<file path="config.mk">
export PLATFORM = sky130hd
export DESIGN_NAME = clefia_ct_serializer_flat
export DESIGN_NICKNAME = d
export VERILOG_FILES = /design/src/rtl/clefia_pkg.sv /design/src/rtl/clefia_ct_serializer_if.sv /design/src/rtl/clefia_blk_fifo.sv /design/src/rtl/clefia_ct_serializer.sv /design/src/flat_wrapper.sv
export SDC_FILE = /design/constraint.sdc
export NUM_CORES = 1
export LEC_CHECK = 0
export CAP_MARGIN = 20
export CORE_ASPECT_RATIO = 0.7
export CORE_UTILIZATION = 48
export DETAILED_ROUTE_END_ITERATION = 8
export PLACE_DENSITY = 0.7
export SETUP_SLACK_MARGIN = 0.5
export SYNTH_ARGS = -nofsm -noshare
export SYNTH_HDL_FRONTEND = slang
export SYNTH_SLANG_ARGS = --single-unit
</file>
<file path="constraint.sdc">
create_clock -name clk -period 18 [get_ports clk]
set_clock_uncertainty 0.15 [all_clocks]
set_input_delay 3.6 -clock clk [delete_from_list [all_inputs] [get_ports clk]]
set_output_delay 3.6 -clock clk [all_outputs]
set_load 0.01 [all_outputs]
</file>
<file path="src/rtl/clefia_pkg.sv">
// Shared constants and width helpers for the CLEFIA ciphertext serializer slice.
package clefia_pkg;

  localparam int BLOCK_W = 128;

  // Number of OUT_W-bit words per 128-bit block.
  function automatic int nbeats(input int out_w);
    return BLOCK_W / out_w;
  endfunction

  // Index width for a counter over n entries; never below one bit.
  function automatic int ptr_w(input int n);
    return (n > 1) ? $clog2(n) : 1;
  endfunction

endpackage

</file>
<file path="src/rtl/clefia_ct_serializer_if.sv">
// Narrow valid/ready output stream carrying one block as NBEATS words.
interface clefia_ct_serializer_if #(
  parameter int OUT_W = 8
);
  logic [OUT_W-1:0] out_data;
  logic             out_valid;
  logic             out_ready;
  logic             out_last;

  modport master (output out_data, output out_valid, output out_last, input out_ready);
  modport slave  (input out_data, input out_valid, input out_last, output out_ready);
endinterface

</file>
<file path="src/rtl/clefia_blk_fifo.sv">
// DEPTH-entry FIFO of 128-bit blocks; head block is presented combinationally.
module clefia_blk_fifo
  import clefia_pkg::*;
#(
  parameter int DEPTH = 2
) (
  input  logic               clk,
  input  logic               reset,
  input  logic               push,
  input  logic               pop,
  input  logic [BLOCK_W-1:0] din,
  output logic [BLOCK_W-1:0] dout,
  output logic               full,
  output logic               empty
);
  localparam int PW = ptr_w(DEPTH);
  localparam int CW = $clog2(DEPTH + 1);

  logic [BLOCK_W-1:0] mem [DEPTH];
  logic [PW-1:0]      wr_ptr;
  logic [PW-1:0]      rd_ptr;
  logic [CW-1:0]      count;

  // NOTE: the block storage has no reset; count and the pointers decide which slots are live.
  always_ff @(posedge clk) begin
    if (push) mem[wr_ptr] <= din;
  end

  always_ff @(posedge clk) begin
    if (reset) begin
      wr_ptr <= '0;
      rd_ptr <= '0;
      count  <= '0;
    end else begin
      if (push) wr_ptr <= (wr_ptr == PW'(DEPTH - 1)) ? '0 : wr_ptr + 1'b1;
      if (pop)  rd_ptr <= (rd_ptr == PW'(DEPTH - 1)) ? '0 : rd_ptr + 1'b1;
      case ({push, pop})
        2'b10:   count <= count + 1'b1;
        2'b01:   count <= count - 1'b1;
        default: count <= count;
      endcase
    end
  end

  assign dout  = mem[rd_ptr];
  assign full  = (count == CW'(DEPTH));
  assign empty = (count == '0);

endmodule

</file>
<file path="src/rtl/clefia_ct_serializer.sv">
// Captures each clefia_128 result on the rising edge of done and streams it MSW-first.
module clefia_ct_serializer
  import clefia_pkg::*;
#(
  parameter int OUT_W = 8,
  parameter int DEPTH = 2
) (
  input  logic                          clk,
  input  logic                          reset,
  input  logic [BLOCK_W-1:0]            c,
  input  logic                          done,
  input  logic                          clr_ovf,
  output logic                          busy,
  output logic                          ovf,
  clefia_ct_serializer_if.master        stream
);
  localparam int NBEATS = nbeats(OUT_W);
  localparam int BW     = ptr_w(NBEATS);

  logic               done_q;
  logic               cap;
  logic               xfer;
  logic               pop;
  logic               push;
  logic               drop;
  logic               full;
  logic               empty;
  logic               last_beat;
  logic [BW-1:0]      beat;
  logic [BLOCK_W-1:0] head;
  logic [BLOCK_W-1:0] shifted;

  // done_q starts high so a done already asserted at reset release is ignored.
  always_ff @(posedge clk) begin
    if (reset) done_q <= 1'b1;
    else       done_q <= done;
  end

  assign cap       = done & ~done_q;
  assign last_beat = (beat == BW'(NBEATS - 1));
  assign xfer      = stream.out_valid & stream.out_ready;
  assign pop       = xfer & last_beat;
  // A full buffer still accepts when its head block leaves in the same cycle.
  assign push      = cap & (~full | pop);
  assign drop      = cap & full & ~pop;

  clefia_blk_fifo #(.DEPTH(DEPTH)) u_fifo (
    .clk   (clk),
    .reset (reset),
    .push  (push),
    .pop   (pop),
    .din   (c),
    .dout  (head),
    .full  (full),
    .empty (empty)
  );

  always_ff @(posedge clk) begin
    if (reset)     beat <= '0;
    else if (xfer) beat <= last_beat ? '0 : beat + 1'b1;
  end

  // Set has priority over clear so a drop is never lost.
  always_ff @(posedge clk) begin
    if (reset)        ovf <= 1'b0;
    else if (drop)    ovf <= 1'b1;
    else if (clr_ovf) ovf <= 1'b0;
  end

  always_comb begin
    shifted = head << (int'(beat) * OUT_W);
  end

  assign stream.out_valid = ~empty;
  assign stream.out_last  = stream.out_valid & last_beat;
  assign stream.out_data  = stream.out_valid ? shifted[BLOCK_W-1 -: OUT_W] : '0;
  assign busy             = ~empty;

endmodule
</file>
<file path="src/flat_wrapper.sv">
// flat-port wrapper written by rule: the top's interface ports become plain ports
module clefia_ct_serializer_flat import clefia_pkg::*;
#(
  parameter int OUT_W = 8,
  parameter int DEPTH = 2
)
  (clk, reset, c, done, clr_ovf, busy, ovf, stream_out_data, stream_out_valid, stream_out_last, stream_out_ready);
  clefia_ct_serializer_if #(.OUT_W(OUT_W)) stream_i ();
  input  logic clk;
  input  logic reset;
  input  logic [BLOCK_W-1:0] c;
  input  logic done;
  input  logic clr_ovf;
  output logic busy;
  output logic ovf;
  output wire logic [$bits(stream_i.out_data)-1:0] stream_out_data;
  output wire logic [$bits(stream_i.out_valid)-1:0] stream_out_valid;
  output wire logic [$bits(stream_i.out_last)-1:0] stream_out_last;
  input wire logic [$bits(stream_i.out_ready)-1:0] stream_out_ready;
  assign stream_out_data = stream_i.out_data;
  assign stream_out_valid = stream_i.out_valid;
  assign stream_out_last = stream_i.out_last;
  assign stream_i.out_ready = stream_out_ready;
  clefia_ct_serializer #(.OUT_W(OUT_W), .DEPTH(DEPTH)) u_core (.clk(clk), .reset(reset), .c(c), .done(done), .clr_ovf(clr_ovf), .busy(busy), .ovf(ovf), .stream(stream_i));
endmodule
</file>
==> metrics.md <==
| Metric | Value |
|---|---|
| Area of the core | `~21000 sq um` |
| Hold Path Cell Cnt | `2` |
| Crit end category | `output port` |
| Mean Syn Cell Area | `22.2 sq um` |
| Final #Nets | `753` |
| # Max-Cap Violations | `0` |
| Synth Net Count | `roughly 600` |
| GRT Total Usage | `a little under a fifth` |
| Fin crit period | `approximately 7600 ps` |
| Vias in the first global route | `~5500` |
| Post-cts sizing count | `0` |
| Sequential power share | `between 50% and 60%` |
| Cts bufs inserted | `25` |
| Area of the multi-input gates | `roughly 2200 sq um` |
| Post-synth top area share | `roughly three quarters` |
| FF-to-FF setup slack | `about 14000 ps` |
| Post-Synth Adder-Cell Area | `less than 1%` |
| Post-synthesis register bit count | `between 200 and 300` |
| Mux contribution to synthesized area | `between 15 and 20%` |
| First-pass GRT wire length | `between 30 and 40 mm` |
| Post-synthesis xor/xnor area fraction | `less than 1%` |
| Final-report hold violation count | `0` |
| Vias per cell | `roughly 5.7` |
| Worst Hold End | `u_core.u_fifo.wr_ptr` |
| Post-synth top cells | `256 x edfxtp_1, 62 x mux4_2, 20 x mux2i_1, 11 x dfxtp_1, 11 x nand2_1` |
| Worst setup SP type | `register` |
| Skew-Pair Late Insertion Delay | `roughly 520 ps` |
| Hold buffers post-CTS | `0` |
| Post-route DRC | `0` |
| FF-to-FF Start | `u_core.beat[1]` |
| Slowest stage delay, CP | `790 ps` |
| Synth warnings | `0` |
| Sw frac | `between 15 and 20%` |
| Worst-path fanout max | `33` |
| Top post-synthesis cells by area | `edfxtp_1 75%, mux4_2 14%, dfxtp_1 2.1%, mux2i_1 1.9%, a22oi_1 0.58%` |
| Top-count cell post-synth | `edfxtp_1` |
| Max-slew headroom | `between 30% and 40%` |
| Slew Viols, Final | `0` |
| Num rows | `between 40 and 50` |
| Tightest Hold Check Type | `reg -> reg` |
| Area growth syn-to-layout | `23.8%` |
| Peak supply drop | `approximately 0.055 mV` |
| Top Ports | `145` |
| GP Congestion | `between 0.7 and 0.8` |
| Drt wl/cell | `roughly 22 um` |
| Main combinational cell family by area after synthesis | `multiplexers` |
| Port buffer count | `~140` |
| TritonCTS clock tree | `done` |
| Area share of and/or/nand/nor cells after synthesis | `~2.0%` |
| Distinct cells, synth | `41` |
| Asr flop ratio synth | `0%` |
| Max clock buf depth | `3` |
| Die W | `177 um` |
| Grt ovf | `0` |
| Net Sw Power | `~240 uW` |
| Synthesized netlist cell count | `464` |
| Fmax | `between 0.1 and 0.15 GHz` |
| Ratio of cells with drive above 1 in the final layout | `between 15 and 20%` |
| CP arrival | `3830 ps` |
| Placed wire-length estimate | `between 10 and 15 mm` |
| Initial antenna violation count | `1` |
| Sequential cell area fraction in the yosys report | `about three quarters` |
| Number of flops mapped to enable cells by yosys | `roughly 260` |
| H-tree depth | `1` |
| Setup_tns | `0 ps` |
| Starting Density | `between 40% and 50%` |
| Internal power | `1.01 mW` |
| Root Driver | `clkbuf_16` |
| Status | `finished, final reports clean` |
| Final worst-path cycle share | `between 40% and 50%` |
| Sequential cell area | `about 7900 sq um` |
| Predominant post-synthesis flop cell | `edfxtp_1` |
| Worst Hold Launch | `u_core.u_fifo.wr_ptr` |
| Compound-Gate Fraction of Synth Area | `under 10%` |
| Largest delay share family, worst path | `buffers and inverters` |
| PwrDens | `98.1 nW/um^2` |
| Mapped cell area | `10300 sq um` |
| Largest net degree at the start of global routing | `between 70 and 80` |
| DIE HEIGHT | `about 120 um` |
| Final ANT Viol Nets | `0` |
| Worst reg2reg path endpoint | `u_core.u_fifo.mem[0][74]` |
| Layout fillers | `approximately 1500` |
| RSZ-0062 raised after global routing | `no` |
| Comb pwr share | `5.0%` |
| Die area | `between 20000 and 25000 sq um` |
| Worst R2R Path Depth | `6` |
| Setup violators final | `0` |
| Worst Max-Slew Pin Slew | `988 ps` |
| Fin Hold WS | `between 300 and 400 ps` |
| DR pass1 iterations | `5` |
| Via count | `between 5000 and 6000` |
| Crit path cell chain | `buf_4 -> mux4_1 -> mux2i_1 -> a221o_1 -> a31oi_1 -> clkdlybuf4s50_1` |
| Worst path bufs/invs | `2` |
| Biggest area consumer among synthesized cells | `edfxtp_1` |
| Critical Path RT | `~14000 ps` |
| # Post-CTS Setup Buffers | `0` |
| Initial DRC Count | `about 520` |
| P_leak | `3.95 nW` |
| Total Wirelength | `20.1 mm` |
| Clock share of power | `around two fifths` |
| Crit path kind | `reg -> out` |
| CTS clk-pin slew, worst paths | `about 60 ps` |
| CP max-delay cell | `dfxtp_4` |
| CTS sink count | `between 200 and 300` |
==> routing by layer <==
metal	up-vias	GRT usage, %	wire [um]
li1	2266	-	-
met1	2643	28.5	8910
met2	224	27.8	9170
met3	41	4.06	1610
met4	2	4.92	438
met5	-	0	13
==> final cells by class <==
cell class	count	area share, %
diodes	1	0.0196
clock buffers	31	5.24
clock inverters	14	0.717
inverters	3	0.108
multi-input cells	171	17.4
flip-flops and latches	267	62.1
well taps	276	2.71
repair buffers	151	11.7
==> registers in the layout, indices dropped and copies added (netlist names), named ones only <==
name	cells
u_core.ovf	1
u_core.done_q	1
u_core.u_fifo.rd_ptr	1
u_core.beat	4
u_core.u_fifo.wr_ptr	1
u_core.u_fifo.mem	256
u_core.u_fifo.count	2
==> power groups by stage <==
stage,Clock (mW),Combinational [mW],Sequential (mW)
finish,0.491,0.0631,0.696
global route,0.522,0.0673,0.697
CTS,0.500,0.0637,0.696
detailed placement,0,0.0635,0.710
global placement,0,0.0616,0.709
floorplan,0,0.0202,0.710
==> cells by family (layout without fill, tap and decap cells) <==
| group | count (synthesis) | in the layout |
|---|---|---|
| buf+inv | 26 | 199 |
| fa+ha+maj | 1 | 1 |
| compound gates | 35 | 35 |
| mux | 88 | 88 |
| flops | 267 | 267 |
| simple gates | 42 | 42 |
| other cells | 0 | 1 |
| xor+xnor | 5 | 5 |
==> worst reg2reg max path: cells and delay by family, from the launching register on <==
kind                       cells  cell delay, ps
AOI/OAI and AO/OA              1             190
adders and majority gates      1             340
buffers and inverters          3            2080
and+or+nand+nor                1             440
DFF                            1             650
==> worst max-delay path by stage <==
stage / cells past startpoint / slack [ps] / to / startpoint
detailed placement: 6 / 10860 / stream_out_data[0] / register
global placement: 6 / 10910 / stream_out_data[0] / register
finish: 6 / 10420 / stream_out_data[0] / register
global route: 6 / 10160 / stream_out_data[0] / register
floorplan: 3 / 3760 / u_core.u_fifo.mem[1][0] / stream_out_ready
CTS: 6 / 10310 / stream_out_data[0] / register
==> metrics by stage <==
stage | util, % | cells | cell area (sq um) | worst slack [ps] | power [mW]
after floorplan | - | 464 | 10300 | 3760 | 0.731
after global placement | 57.4 | 868 | 12000 | 10910 | 0.771
after detailed placement | 57.4 | 868 | 12000 | 10860 | 0.773
after CTS | 61.1 | 913 | 12700 | 10310 | 1.26
after global routing | 61.1 | 913 | 12700 | 10160 | 1.29
final | 61.1 | 914 | 12700 | 10420 | 1.25
==> placed cells by master (no fill, tap or decap), types with 2 or more instances in the layout <==
cell type	n
edfxtp_1	256
clkdlybuf4s50_1	144
mux4_2	62
clkbuf_16	25
mux2i_1	20
nand2_1	11
nor2_1	9
a22oi_1	8
dfxtp_1	8
a21oi_1	7
buf_4	7
clkinv_1	6
clkinv_2	6
nor2b_1	4
o211ai_1	4
and3_1	4
mux2_2	4
a221o_1	4
a31oi_1	4
clkbuf_1	4
xnor2_1	3
nor3_1	3
inv_1	2
mux4_1	2
nand3_1	2
nand2b_1	2
or3_1	2
xor2_1	2
o21ai_0	2
clkbuf_8	2
dfxtp_2	2
Note: power is estimated with default switching activity, not from simulation.
